<file path="src/rtl/alu_16.sv">
// Registered 16-bit ALU: eight ops picked by a 3-bit opcode, one-cycle latency.
// Bitwise ops run in per-bit lanes; arithmetic and shifts are resolved at full width.

module alu_16_lane (
    input  logic       a_i,
    input  logic       b_i,
    input  logic [2:0] op_i,
    output logic       y_o
);
    always_comb begin
        y_o = 1'b0;
        case (op_i)
            3'b010:  y_o = a_i & b_i;
            3'b011:  y_o = a_i | b_i;
            3'b100:  y_o = a_i ^ b_i;
            3'b101:  y_o = ~a_i;
            default: y_o = 1'b0;
        endcase
    end
endmodule

module alu_16 #(
    parameter int WIDTH = 16
) (
    input  logic             clk,
    input  logic             rst,
    input  logic [WIDTH-1:0] a,
    input  logic [WIDTH-1:0] b,
    input  logic [2:0]       control,
    output logic [WIDTH-1:0] c,
    output logic             zero,
    output logic             negative,
    output logic             carry,
    output logic             overflow
);
    localparam int SHW = $clog2(WIDTH);

    typedef enum logic [2:0] {
        OP_ADD = 3'b000,
        OP_SUB = 3'b001,
        OP_AND = 3'b010,
        OP_OR  = 3'b011,
        OP_XOR = 3'b100,
        OP_NOT = 3'b101,
        OP_SLL = 3'b110,
        OP_SRL = 3'b111
    } op_e;

    typedef struct packed {
        logic [WIDTH-1:0] c;
        logic             zero;
        logic             negative;
        logic             carry;
        logic             overflow;
    } alu_rsp_t;

    op_e              op;
    logic [SHW-1:0]   sh;
    logic [WIDTH-1:0] lane_y;
    logic [WIDTH:0]   sum17;
    logic [WIDTH:0]   diff17;
    logic [WIDTH:0]   shl17;
    logic [WIDTH:0]   shr17;
    alu_rsp_t         rsp_d;
    alu_rsp_t         rsp_q;

    assign op = op_e'(control);
    assign sh = b[SHW-1:0];

    for (genvar i = 0; i < WIDTH; i++) begin : g_lane
        alu_16_lane u_lane (
            .a_i  (a[i]),
            .b_i  (b[i]),
            .op_i (control),
            .y_o  (lane_y[i])
        );
    end

    // Extra bit on each side of the shifters catches the last bit shifted out;
    // a shift of zero leaves that bit at 0, so carry clears without a special case.
    always_comb begin
        rsp_d  = '0;
        sum17  = {1'b0, a} + {1'b0, b};
        diff17 = {1'b0, a} - {1'b0, b};
        shl17  = {1'b0, a} << sh;
        shr17  = {a, 1'b0} >> sh;
        case (op)
            OP_ADD: begin
                rsp_d.c        = sum17[WIDTH-1:0];
                rsp_d.carry    = sum17[WIDTH];
                rsp_d.overflow = (a[WIDTH-1] == b[WIDTH-1]) && (sum17[WIDTH-1] != a[WIDTH-1]);
            end
            OP_SUB: begin
                rsp_d.c        = diff17[WIDTH-1:0];
                rsp_d.carry    = diff17[WIDTH];
                rsp_d.overflow = (a[WIDTH-1] != b[WIDTH-1]) && (diff17[WIDTH-1] != a[WIDTH-1]);
            end
            OP_SLL: begin
                rsp_d.c     = shl17[WIDTH-1:0];
                rsp_d.carry = shl17[WIDTH];
            end
            OP_SRL: begin
                rsp_d.c     = shr17[WIDTH:1];
                rsp_d.carry = shr17[0];
            end
            default: rsp_d.c = lane_y;
        endcase
        rsp_d.zero     = (rsp_d.c == '0);
        rsp_d.negative = rsp_d.c[WIDTH-1];
    end

    always_ff @(posedge clk or posedge rst) begin
        if (rst) rsp_q <= '0;
        else     rsp_q <= rsp_d;
    end

    assign c        = rsp_q.c;
    assign zero     = rsp_q.zero;
    assign negative = rsp_q.negative;
    assign carry    = rsp_q.carry;
    assign overflow = rsp_q.overflow;
endmodule

</file>
<file path="config.mk">
export PLATFORM = sky130hd
export DESIGN_NAME = alu_16
export DESIGN_NICKNAME = d
export VERILOG_FILES = /design/src/rtl/alu_16.sv
export SDC_FILE = /design/constraint.sdc
export NUM_CORES = 1
export LEC_CHECK = 0
export BUFFER_PORTS_ARGS = -buffer_cell sky130_fd_sc_hd__clkbuf_2
export CAP_MARGIN = 10
export CELL_PAD_IN_SITES_DETAIL_PLACEMENT = 1
export CELL_PAD_IN_SITES_GLOBAL_PLACEMENT = 1
export CORE_MARGIN = 2
export CORE_UTILIZATION = 44
export DETAILED_ROUTE_END_ITERATION = 10
export GPL_TIMING_DRIVEN = 0
export HOLD_SLACK_MARGIN = 0.12
export PLACE_DENSITY_LB_ADDON = 0.1
export SLEW_MARGIN = 40
export SYNTH_ARGS = -nofsm -noshare
export SYNTH_HDL_FRONTEND = slang
export SYNTH_SLANG_ARGS = --single-unit
</file>
<file path="constraint.sdc">
create_clock -name clk -period 0.8 [get_ports clk]
set_input_delay 0.16 -clock clk [delete_from_list [all_inputs] [get_ports clk]]
set_output_delay 0.16 -clock clk [all_outputs]
set_load 0.05 [all_outputs]
</file>
==> flow_summary.yaml <==
yosys:
  synth-seq-area-share_pct: 10.3
  synth_edf_count: 0
  async_flop_share_pct: 100
  synthCells: 639
  synth_ff_type: "dfrtp_1"
  syn_area_um2: 4610
  synth_seq_cells: 19
  synthDistinctLibCells: 68
  avgSynthCellArea_um2: 7.21
  synth_fp_nets: 727
  ys_warn_count: 0
global_route:
  grt_overflow_total: 0
  grt_start_max_net_pins: 20
  grt_pass1_wl_um: 39100
  grt_usage_pct: 44.8
  grt_pass1_vias: 6533
  antenna_found_initial: 0
timing:
  slew_headroom_pct: 49.2
  period_share_pct: 364
  period_needed_ns: 2.91
  clock.fmax_mhz: 343
  rsz0062_at_grt: "yes"
  hold-worst-slack_ns: -0.0123
  setup_violations: 39
  drv_slew: 0
  hold_viol: 19
  setup_ws_ns: -2.11
  worstMarginPinSlew_ns: 0.762
layout:
  insertedDiodeCount: 0
  final_nets: 840
  postLayoutCellArea_um2: 6900
  areaGrowthSynthToFinish_pct: 49.8
  drive_gt1_share_pct: 39.9
drt:
  ant_nets: 0
  wl_um: 29000
  post_drt_via_cell_ratio: 7.56
  wire_per_inst_um: 32.7
  drt_first_pass_iters: 5
  drtIter0Drc: 848
  remaining_drc_errors: 0
  vias: 6703
clock_network:
  cts_tree: "built"
  cts_max_path_buffers: 2
  root_buffer: "clkbuf_8"
  cts_sinks: 19
  cts_made_buffers: 3
  clk_transition_reported_paths_ns: 0.07
  htreeDepth: 1
floorplanning:
  die_x_um: 106
  io_pins: 57
  die_area_um2: 11300
  row_count: 37
  start_util_pct: 45.0
  die_h_um: 106
  core_area_um2: 10200
setup_path:
  crit_arrival_ns: 3.08
  cp_slowest_stage_delay_ns: 0.46
  crit_type: "primary input to flop"
  crit_path_start_kind: "primary input"
  path_buf_inv: 4
  cp.required_ns: 0.96
  crit_chain: "buf_8, buf_12, buf_8, mux2_4, a222oi_1, buf_4, nor2_2, a211oi_2, o2111ai_2, or3_4, nor4_4, nand4bb_1, nor4_4"
  worstPathMaxFanout: 5
  end_kind: "flop"
  slowest_stage: "or3_4"
  critPathTopFamily: "simple AND/OR/NAND/NOR gates"
flow_run:
  cap_violations: 0
place:
  hpwl_um: 16600
  globalplace.congestion: 1.03
  placement.cell_area_um2: 5300
  preCtsSetupSlack_ns: -2.61
  portBuffers: 56
power_and_ir_drop:
  vdd_drop_max_uv: 970
  leakage_nw: 2.91
  power.density_nw_per_um2: 1180
status:
  status: "complete, but fails checks"
  violations: "hold timing, setup timing"
hold_path:
  min_path_type: "primary input to asynchronous set/reset pin"
## logic make-up (layout without fill, tap and decap cells)
kind of cell	Yosys count	after routing	share of synthesized area, %
buf+inv	98	210	8.77
compound gates	222	222	33.1
mux	35	35	10.4
xor+xnor	12	12	2.28
flops	19	19	10.3
fa+ha+maj	51	51	14.2
simple gates	202	202	21.0
## power breakdown
group,switching (mW),internal (mW)
registers,0.105,1.09
clock network,0.328,0.346
logic,3.81,2.47
## metrics by stage
| step | util [%] | power [mW] | setup TNS [ns] | instances | hold slack [ns] |
|---|---|---|---|---|---|
| floorplan | - | 3.98 | -21.65 | 639 | 0.111 |
| global placement | 51.8 | 5.12 | -34.90 | 831 | 0.253 |
| detailed placement | 51.8 | 5.22 | -35.67 | 831 | 0.270 |
| CTS | 63.7 | 6.99 | -27.44 | 874 | -0.00379 |
| global route | 67.4 | 8.32 | -31.74 | 887 | 0.0445 |
| finish | 67.4 | 8.16 | -31.16 | 887 | -0.0123 |
## cells in the final DEF (no fill, tap or decap), types with 11 or more instances in the layout
cell      Yosys  final
mux2i_1      16     14
buf_4         1     54
o22ai_1      21     20
buf_8         0     26
nor3_1       16     12
inv_1        50     38
clkbuf_4      0     11
buf_2        20     12
nor2_1       73     67
ha_1         49     38
nand2_1      44     41
dfrtp_1      19     18
o21ai_0      36     21
clkbuf_2      0     26
a21oi_1      47     35
## sequential cells by signal, indices dropped and copies added (netlist names)
signal and flops:
zero 1, carry 1, c 16, overflow 1
## synth_stat cells (7+ instances only)
library cell | number | share of area, %
mux2_2 | 10 | 2.4
nor2_1 | 73 | 5.9
nor3_1 | 16 | 1.7
o21ai_0 | 36 | 3.9
buf_2 | 20 | 2.2
mux2i_1 | 16 | 3.5
a21o_1 | 7 | 1.1
a31oi_1 | 11 | 1.5
a221oi_1 | 7 | 1.3
a211oi_1 | 15 | 2.4
nand2b_1 | 13 | 1.8
a21oi_1 | 47 | 5.1
nor2b_1 | 13 | 1.8
xnor2_1 | 11 | 2.1
ha_1 | 49 | 13
clkbuf_1 | 26 | 2.1
nand3_1 | 9 | 0.98
o22ai_1 | 21 | 2.9
dfrtp_1 | 19 | 10
mux4_2 | 8 | 3.9
a22oi_1 | 7 | 1.1
inv_1 | 50 | 4.1
nand2_1 | 44 | 3.6
## area by class of cell
class                           instances  area [µm²]
Clock inverter                          1        5.00
Inverter                               50         218
Sequential cell                        19         477
Buffer                                 47         427
Fill cell                            1194        3330
Timing Repair Buffer                  109        1000
Tap cell                              136         170
Clock buffer                            3        41.3
Multi-Input combinational cell        522        4560
## final timing paths
check                      startpoint              end  slack, ns  cells after the start
hold / removal                    rst  carry$_DFF_PP0_      -0.01                      2
max in group asynchronous         rst  c[15]$_DFF_PP0_       0.32                      2
setup / recovery                 b[1]   zero$_DFF_PP0_      -2.11                     13
min in group clk                 b[3]   c[1]$_DFF_PP0_       0.40                      2
## layer usage
| layer | vias up | share of wire [%] | global-route usage (%) |
|---|---|---|---|
| li1 | 2584 | - | - |
| met1 | 3129 | 34 | 55.8 |
| met2 | 703 | 43 | 74.3 |
| met3 | 287 | 13 | 7.73 |
| met4 | 0 | 10 | 22.7 |
| met5 | - | 0 | 0 |
## what timing repair did
action	4_1_cts	5_1_grt
buffers inserted	40	15
gates resized for setup	191	97
endpoints found under the setup margin	39	39
pin swaps	41	43
hold endpoints to repair	19	19
No activity file was read; power rests on OpenSTA's default activity.
